<file path="src/rtl/switch_debouncer_pkg.sv">
// Shared definitions for the switch debouncer: per-channel FSM state encoding,
// default debounce length and the counter-width helper.
package switch_debouncer_pkg;

  typedef enum logic [1:0] {
    ST_STABLE_LO = 2'd0,
    ST_PEND_HI   = 2'd1,
    ST_STABLE_HI = 2'd2,
    ST_PEND_LO   = 2'd3
  } deb_state_e;

  localparam int unsigned DEFAULT_DEBOUNCE_CYCLES = 250000;

  // The counter only ever holds 0..cycles-1, so $clog2(cycles) bits suffice.
  function automatic int unsigned cnt_width(input int unsigned cycles);
    return (cycles < 2) ? 1 : $clog2(cycles);
  endfunction

endpackage

</file>
<file path="src/rtl/debounce_channel.sv">
// One debounce channel: 2-flop synchronizer, stability FSM and counter.
// Optional o_rise/o_fall pulses when SWITCH_DEBOUNCER_EDGE_EN is defined.
module debounce_channel
  import switch_debouncer_pkg::*;
#(
  parameter int unsigned DEBOUNCE_CYCLES = DEFAULT_DEBOUNCE_CYCLES,
  parameter logic        RESET_LEVEL     = 1'b0
) (
  input  logic i_clock,
  input  logic i_reset_n,
  input  logic i_raw,
  output logic o_state,
  output logic o_stable
`ifdef SWITCH_DEBOUNCER_EDGE_EN
  ,
  output logic o_rise,
  output logic o_fall
`endif
);

  localparam int unsigned      CNT_W       = cnt_width(DEBOUNCE_CYCLES);
  localparam logic [CNT_W-1:0] CNT_LAST    = CNT_W'(DEBOUNCE_CYCLES - 1);
  localparam deb_state_e       RESET_STATE = RESET_LEVEL ? ST_STABLE_HI : ST_STABLE_LO;

  logic             r_sync1;
  logic             r_sync2;
  deb_state_e       r_fsm;
  deb_state_e       w_fsm_next;
  logic [CNT_W-1:0] r_cnt;
  logic [CNT_W-1:0] w_cnt_next;
  logic             r_state;
  logic             w_state_next;

  always_ff @(posedge i_clock or negedge i_reset_n) begin
    if (!i_reset_n) begin
      r_sync1 <= RESET_LEVEL;
      r_sync2 <= RESET_LEVEL;
    end else begin
      r_sync1 <= i_raw;
      r_sync2 <= r_sync1;
    end
  end

  always_ff @(posedge i_clock or negedge i_reset_n) begin
    if (!i_reset_n) begin
      r_fsm   <= RESET_STATE;
      r_cnt   <= '0;
      r_state <= RESET_LEVEL;
    end else begin
      r_fsm   <= w_fsm_next;
      r_cnt   <= w_cnt_next;
      r_state <= w_state_next;
    end
  end

  // Any bounce during a pending change drops straight back to the old stable
  // state with the counter cleared, so short glitches never accumulate.
  always_comb begin
    w_fsm_next   = r_fsm;
    w_cnt_next   = r_cnt;
    w_state_next = r_state;
    unique case (r_fsm)
      ST_STABLE_LO: begin
        if (r_sync2) begin
          w_fsm_next = ST_PEND_HI;
          w_cnt_next = CNT_W'(1);
        end
      end
      ST_PEND_HI: begin
        if (!r_sync2) begin
          w_fsm_next = ST_STABLE_LO;
          w_cnt_next = '0;
        end else if (r_cnt == CNT_LAST) begin
          w_fsm_next   = ST_STABLE_HI;
          w_state_next = 1'b1;
          w_cnt_next   = '0;
        end else begin
          w_cnt_next = r_cnt + 1'b1;
        end
      end
      ST_STABLE_HI: begin
        if (!r_sync2) begin
          w_fsm_next = ST_PEND_LO;
          w_cnt_next = CNT_W'(1);
        end
      end
      ST_PEND_LO: begin
        if (r_sync2) begin
          w_fsm_next = ST_STABLE_HI;
          w_cnt_next = '0;
        end else if (r_cnt == CNT_LAST) begin
          w_fsm_next   = ST_STABLE_LO;
          w_state_next = 1'b0;
          w_cnt_next   = '0;
        end else begin
          w_cnt_next = r_cnt + 1'b1;
        end
      end
    endcase
  end

  assign o_state  = r_state;
  assign o_stable = (r_fsm == ST_STABLE_LO) || (r_fsm == ST_STABLE_HI);

`ifdef SWITCH_DEBOUNCER_EDGE_EN
  logic r_state_d;
  logic r_rise;
  logic r_fall;

  // r_state_d resets to the same level as r_state, so reset never yields a pulse.
  always_ff @(posedge i_clock or negedge i_reset_n) begin
    if (!i_reset_n) begin
      r_state_d <= RESET_LEVEL;
      r_rise    <= 1'b0;
      r_fall    <= 1'b0;
    end else begin
      r_state_d <= r_state;
      r_rise    <= r_state & ~r_state_d;
      r_fall    <= ~r_state & r_state_d;
    end
  end

  assign o_rise = r_rise;
  assign o_fall = r_fall;
`endif

endmodule

</file>
<file path="src/rtl/switch_debouncer.sv">
// NUM_CH independent switch debounce channels. Define SWITCH_DEBOUNCER_EDGE_EN
// to add the o_rise/o_fall one-cycle edge pulse outputs.
module switch_debouncer
  import switch_debouncer_pkg::*;
#(
  parameter int unsigned NUM_CH          = 3,
  parameter int unsigned DEBOUNCE_CYCLES = DEFAULT_DEBOUNCE_CYCLES,
  parameter logic        RESET_LEVEL     = 1'b0
) (
  input  logic              i_clock,
  input  logic              i_reset_n,
  input  logic [NUM_CH-1:0] i_raw,
  output logic [NUM_CH-1:0] o_state,
  output logic [NUM_CH-1:0] o_stable
`ifdef SWITCH_DEBOUNCER_EDGE_EN
  ,
  output logic [NUM_CH-1:0] o_rise,
  output logic [NUM_CH-1:0] o_fall
`endif
);

  logic [NUM_CH-1:0] w_state;
  logic [NUM_CH-1:0] w_stable;
`ifdef SWITCH_DEBOUNCER_EDGE_EN
  logic [NUM_CH-1:0] w_rise;
  logic [NUM_CH-1:0] w_fall;
`endif

  for (genvar g = 0; g < NUM_CH; g++) begin : g_ch
    debounce_channel #(
      .DEBOUNCE_CYCLES(DEBOUNCE_CYCLES),
      .RESET_LEVEL    (RESET_LEVEL)
    ) u_ch (
      .i_clock  (i_clock),
      .i_reset_n(i_reset_n),
      .i_raw    (i_raw[g]),
      .o_state  (w_state[g]),
      .o_stable (w_stable[g])
`ifdef SWITCH_DEBOUNCER_EDGE_EN
      ,
      .o_rise   (w_rise[g]),
      .o_fall   (w_fall[g])
`endif
    );
  end

  assign o_state  = w_state;
  assign o_stable = w_stable;
`ifdef SWITCH_DEBOUNCER_EDGE_EN
  assign o_rise   = w_rise;
  assign o_fall   = w_fall;
`endif

endmodule

</file>
<file path="config.mk">
export PLATFORM = sky130hd
export DESIGN_NAME = switch_debouncer
export DESIGN_NICKNAME = d
export VERILOG_FILES = /design/src/rtl/switch_debouncer_pkg.sv /design/src/rtl/debounce_channel.sv /design/src/rtl/switch_debouncer.sv
export SDC_FILE = /design/constraint.sdc
export NUM_CORES = 1
export LEC_CHECK = 0
export ABC_AREA = 1
export BUFFER_PORTS_ARGS = -buffer_cell sky130_fd_sc_hd__buf_2
export CAP_MARGIN = 20
export CORE_ASPECT_RATIO = 1.75
export CORE_UTILIZATION = 30
export CTS_BUF_LIST = sky130_fd_sc_hd__clkbuf_4 sky130_fd_sc_hd__clkbuf_8
export DETAILED_ROUTE_END_ITERATION = 12
export HOLD_SLACK_MARGIN = 0.1
export PLACE_DENSITY_LB_ADDON = 0.08
export SKIP_LAST_GASP = 1
export SLEW_MARGIN = 20
export SYNTH_ARGS = -nofsm -noshare
export SYNTH_HDL_FRONTEND = slang
export SYNTH_SLANG_ARGS = --single-unit
</file>
<file path="constraint.sdc">
create_clock -name i_clock -period 1.3 [get_ports i_clock]
set_input_delay 0.13 -clock i_clock [delete_from_list [all_inputs] [get_ports i_clock]]
set_output_delay 0.13 -clock i_clock [all_outputs]
set_load 0.1 [all_outputs]
</file>
Word-level counts from Yosys, hierarchy flattened
Cells that the tools add are included.

Register bits: 69. Logic and storage cells: 126.

$add $sub $neg: 3. Equality and inequality tests: 36. Muxes and demuxes: 54. Reductions and logical operators: 18.

Operators with widths (number): $mux W18 (15); $pmux W18 S4 (3); $add A18 B1 Y18 const B (3); $eq A18 B18 Y1 const B (3); $mux W2 (18); $ne A2 B1 Y1 const B (12); $pmux W2 S4 (3); $reduce_and A5 Y1 (3); $eq A2 B2 Y1 const B (6); $mux W1 (12); $ne A2 B2 Y1 const B (6); $reduce_and A4 Y1 (3); $ne A3 B1 Y1 const B (3); $ne A3 B3 Y1 const B (3); $eq A2 B1 Y1 const B (3); $logic_not A2 Y1 (3); $pmux W1 S2 (3); $reduce_and A2 Y1 (3); $reduce_bool A2 Y1 (3); $logic_or A1 B1 Y1 (3).

Longest topological paths before layout
Depth in word-level cells: 4. Gate-level depth with buffers: 10. Gate-level depth less buffers: 10.

By module
A second synthesis with hierarchy kept.

Cells, all modules: 587. Area total of the unflattened synthesis: 4162.7 um^2.

Modules (own cells, without submodules): debounce_channel (g_ch[0].u_ch ...) (times used 2, cells an instance 194, area each 1367.6 um^2); debounce_channel (g_ch[2].u_ch) (times used 1, cells an instance 199, area each 1427.6 um^2).

Worst setup path before layout
No wires, ideal clock.

Kind: register -> register. Start point: register g_ch[2].u_ch.r_cnt[0]. End point: register g_ch[2].u_ch.r_cnt[10]. Setup time: 0.117 ns. Data arrival time: 1.300 ns. Required time: 1.183 ns. Slack: -0.117 ns. Cell stages (with the launch flop): 9. Buffers on the path: 0. Period minus slack after synthesis: 1.417 ns. Cell sequence: dfrtp_1 ha_1 nand3_2 nor2_1 nand2_1 inv_1 or2_2 nand3_1 nand2_1.

Cells in the longest elaborated chain, start to end: 4. Elaborated cells on any way between the ends: 6. Those cells by class: 1 x add/sub; 1 x eq/ne; 4 x mux.

Ends and longest elaborated chain: from (decl) (RTL line debounce_channel.sv:29) `logic [CNT_W-1:0] r_cnt;`; from (signal assigned) (RTL line debounce_channel.sv:51) `r_cnt <= w_cnt_next;`; $add A18 B1 Y18 or $eq A18 B18 Y1 (tied branches); $mux W18 (*) (RTL line debounce_channel.sv:73, debounce_channel.sv:91); $mux W18, on equally long branches (RTL line debounce_channel.sv:88, debounce_channel.sv:70); $pmux W18 S4 (*) (RTL line debounce_channel.sv:62) `unique case (r_fsm)`.

Every way passes the cells marked *; elsewhere a longest branch is shown, timed or not. A chain may end at the register's enable or synchronous reset.

Final worst setup path
Start point: register g_ch[0].u_ch.r_cnt[0]. End point: register g_ch[0].u_ch.r_cnt[4].

Cells in the longest elaborated chain, start to end: 4. Elaborated cells on any way between the ends: 6. Those cells by class: 1 x add/sub; 1 x eq/ne; 4 x mux.

Ends and longest elaborated chain (RTL line): from (decl) (debounce_channel.sv:29); from (signal assigned) (debounce_channel.sv:51); $add A18 B1 Y18 or $eq A18 B18 Y1 (tied branches); $mux W18 (*) (debounce_channel.sv:73, debounce_channel.sv:91); $mux W18, on equally long branches (debounce_channel.sv:88, debounce_channel.sv:70); $pmux W18 S4 (*) (debounce_channel.sv:62).

Marks and branches as above.

==> results.toml <==
[worst_hold_path]
hp-class = "in2async"

[logic_synthesis]
yosys.area_share.simple_pct = 35.55
syn_nets = 578
syn_area_mm2 = 0.004061
synth_mux_area_share_pct = 0
ys_ff_latch = 69
avgSynthCellArea_um2 = 7.125
synth-compound-area-share_pct = 8.564
ys_warn_count = 0
synth_fa_ha_area_share_pct = 0.9242
synthCells = 570
synth_cell_types = 28
synth-seq-area-share_pct = 42.51
synth_top_family_by_area = "simple AND/OR/NAND/NOR gates"
synth_xor_area_share_pct = 3.882

[run_status]
status = "complete, but fails checks"
failed_checks = "negative setup slack"

[power_and_ir_drop]
power.leakage_nw = 2.920
powerDensity_mw_per_mm2 = 1377
peakVddDrop_v = 0.001416

[sta]
fin_crit_ns = 1.471
fin_skew_ns = 0.01349
fmaxAchievable_ghz = 0.6800
worst_pin_slew_ns = 0.4853
relSlewSlack_pct = 67.87
post-route-period-util_pct = 113.1
rsz0062_at_grt = "true"
whs_ns = 0.2281
worst_slack_ns = -0.1706
slew_violations = 0
hold_viol = 0
setup_violations = 53

[setup_path]
end_kind = "register"
worstPathRequired_ns = 1.54
critPathKind = "reg2reg"
crit_arrival_ns = 1.71
crit_fanout = 6
worstSetupStartpointType = "register"

[floorplanning]
coreArea_mm2 = 0.01308
fp.dieW_um = 89.96
initial_utilization_pct = 31.06
dieArea_mm2 = 0.01403
io_pins = 11
fp.dieH_um = 155.9
placementRows = 55

[global_route]
grt_overflow_total = 0
grt_max_degree = 34
grt_pass1_vias = 4296
grt_pass1_wl_um = 19600
grt_usage_pct = 17.47
grt_antenna_before_repair = 0

[placed_design]
pre_cts_slack_ns = -0.2175
placed_cells = 861
numPortBuffers = 10
gp_congestion = 0.8134
hpwlAfterDp_um = 8440

[detailed_routing]
viasPerCell = 4.595
wl_per_cell_um = 12.93
postRouteAntennaNets = 0
detail_route.iter0.violations = 111
drc_errors = 0
drt-pass1-iter-count = 4
routed_wl_um = 11620
vias = 4131

[cts]
clkLatencyLatePin_ns = 0.36
h-tree-depth = 3
clkTransAtPathRegs_ns = 0.08
clk_path_buf_depth = 2
cts_buffers = 9
cts_tree = "built"
root_buffer = "clkbuf_8"
cts.sinks = 69

[cells_and_area]
drive_gt1_share_pct = 38.74
multi_input_area_mm2 = 0.002459
n_fill_cell = 1312
final_cell_count_no_fill = 899
final_common_cell = "nand2_1"
fin_util_pct = 47.79
final-seq-area_mm2 = 0.001730
area_growth_pct = 53.85
insertedDiodeCount = 0
layout_common_cells = "nand2_1, buf_4, dfrtp_1"
nNetsFinal = 731

[flow_run]
maxCapViolCount = 0
==> state kept, by name (all words and copies together), names as in the netlist, named ones only <==
name and cells:
g_ch.u_ch.o_state 3, g_ch.u_ch.r_sync1 3, g_ch.u_ch.r_fsm 3, g_ch.u_ch.r_cnt 54, g_ch.u_ch.r_sync2 3
==> path summary, 6_finish.rpt <==
path	start	to	slack (ns)	cells after the start
worst max-delay path	g_ch[0].u_ch.r_cnt[0]	g_ch[0].u_ch.r_cnt[4]	-0.17	9
worst min-delay path	i_reset_n	g_ch[2].u_ch.r_cnt[13]	0.23	2
worst max register to register	g_ch[0].u_ch.r_cnt[0]	g_ch[0].u_ch.r_cnt[4]	-0.17	9
worst min register to register	g_ch[0].u_ch.r_sync1	g_ch[0].u_ch.r_sync2	0.35	0
max in group asynchronous	i_reset_n	g_ch[2].u_ch.r_cnt[10]	0.53	3
min in group i_clock	g_ch[0].u_ch.r_sync1	g_ch[0].u_ch.r_sync2	0.35	0
==> critical path, stage by stage, from the launching register on <==
cell       delay (ns)
dfrtp_1          0.37
ha_2             0.19
nand2_2          0.07
nor2_4           0.10
inv_2            0.06
nor2_4           0.15
nand2_4          0.10
nand2_8          0.10
clkbuf_16        0.16
o22ai_1          0.06
==> timing repair <==
item	CTS	global route
buffers inserted	11	10
hold buffers	4	0
gates resized for setup	75	72
endpoints found under the hold margin	72	0
endpoints found under the setup margin	63	64
pin swaps	21	31
gates cloned	0	1
==> cell usage after synthesis <==
library cell,count,area [um2]
a21o_1,1,7.510
buf_8,1,15.01
xor2_1,14,122.6
or2_2,1,6.260
nor2_2,4,25.02
o21ai_0,29,145.1
nor3_1,1,5.000
dfrtp_1,69,1727
or2_1,2,12.51
inv_2,2,7.510
nand2_2,5,31.28
o22ai_1,12,75.07
buf_2,5,25.02
nand3_1,46,230.2
nor2_1,65,244.0
a21oi_1,6,30.03
nand3_2,2,20.02
buf_6,1,11.26
and2_1,2,12.51
xnor2_1,4,35.03
o21bai_1,10,75.07
buf_4,7,52.55
nand2_1,198,743.2
ha_1,3,37.54
nor2_4,4,45.04
nand4_1,11,68.82
inv_1,63,236.5
a22oi_1,2,15.01
==> cell type report <==
| class | instances | area share (%) |
|---|---|---|
| Timing Repair Buffer | 156 | 21.55 |
| Inverter | 65 | 4.025 |
| Clock buffer | 9 | 1.982 |
| Tap cell | 171 | 3.424 |
| Multi-Input combinational cell | 422 | 39.35 |
| Clock inverter | 7 | 1.982 |
| Sequential cell | 69 | 27.69 |
==> logic make-up (layout without fill, tap and decap cells) <==
group,Yosys count,after routing
AND/OR/NAND/NOR,341,341
buffers and inverters,79,237
adder cells (fa/ha/maj),3,3
XOR/XNOR,18,18
flip-flops,69,69
AO/OA/AOI/OAI,60,60
==> metrics by stage <==
stage | power (W) | instance area (um2) | TNS [ns]
detailed placement | 0.005597 | 5285 | -6.592
global placement | 0.005569 | 5285 | -5.521
floorplan | 0.004118 | 4109 | -0.6371
finish | 0.008607 | 6248 | -4.124
global route | 0.009099 | 6248 | -9.090
CTS | 0.008244 | 5894 | -4.093
==> layer usage <==
metal	vias up	GRT usage (%)	part of all wire, %
met5	-	0	0
met4	0	6.452	2.8
met3	25	2.680	2.4
met2	45	35.13	56
met1	1950	17.87	38
li1	2111	-	-
==> report_power, final <==
group          total (W)  internal [W]  switching (W)
registers        0.00254       0.00237       0.000177
clock network    0.00220       0.00128       0.000918
logic            0.00386       0.00181        0.00205
total            0.00861       0.00546        0.00315
(Power assumes the default switching activity.)
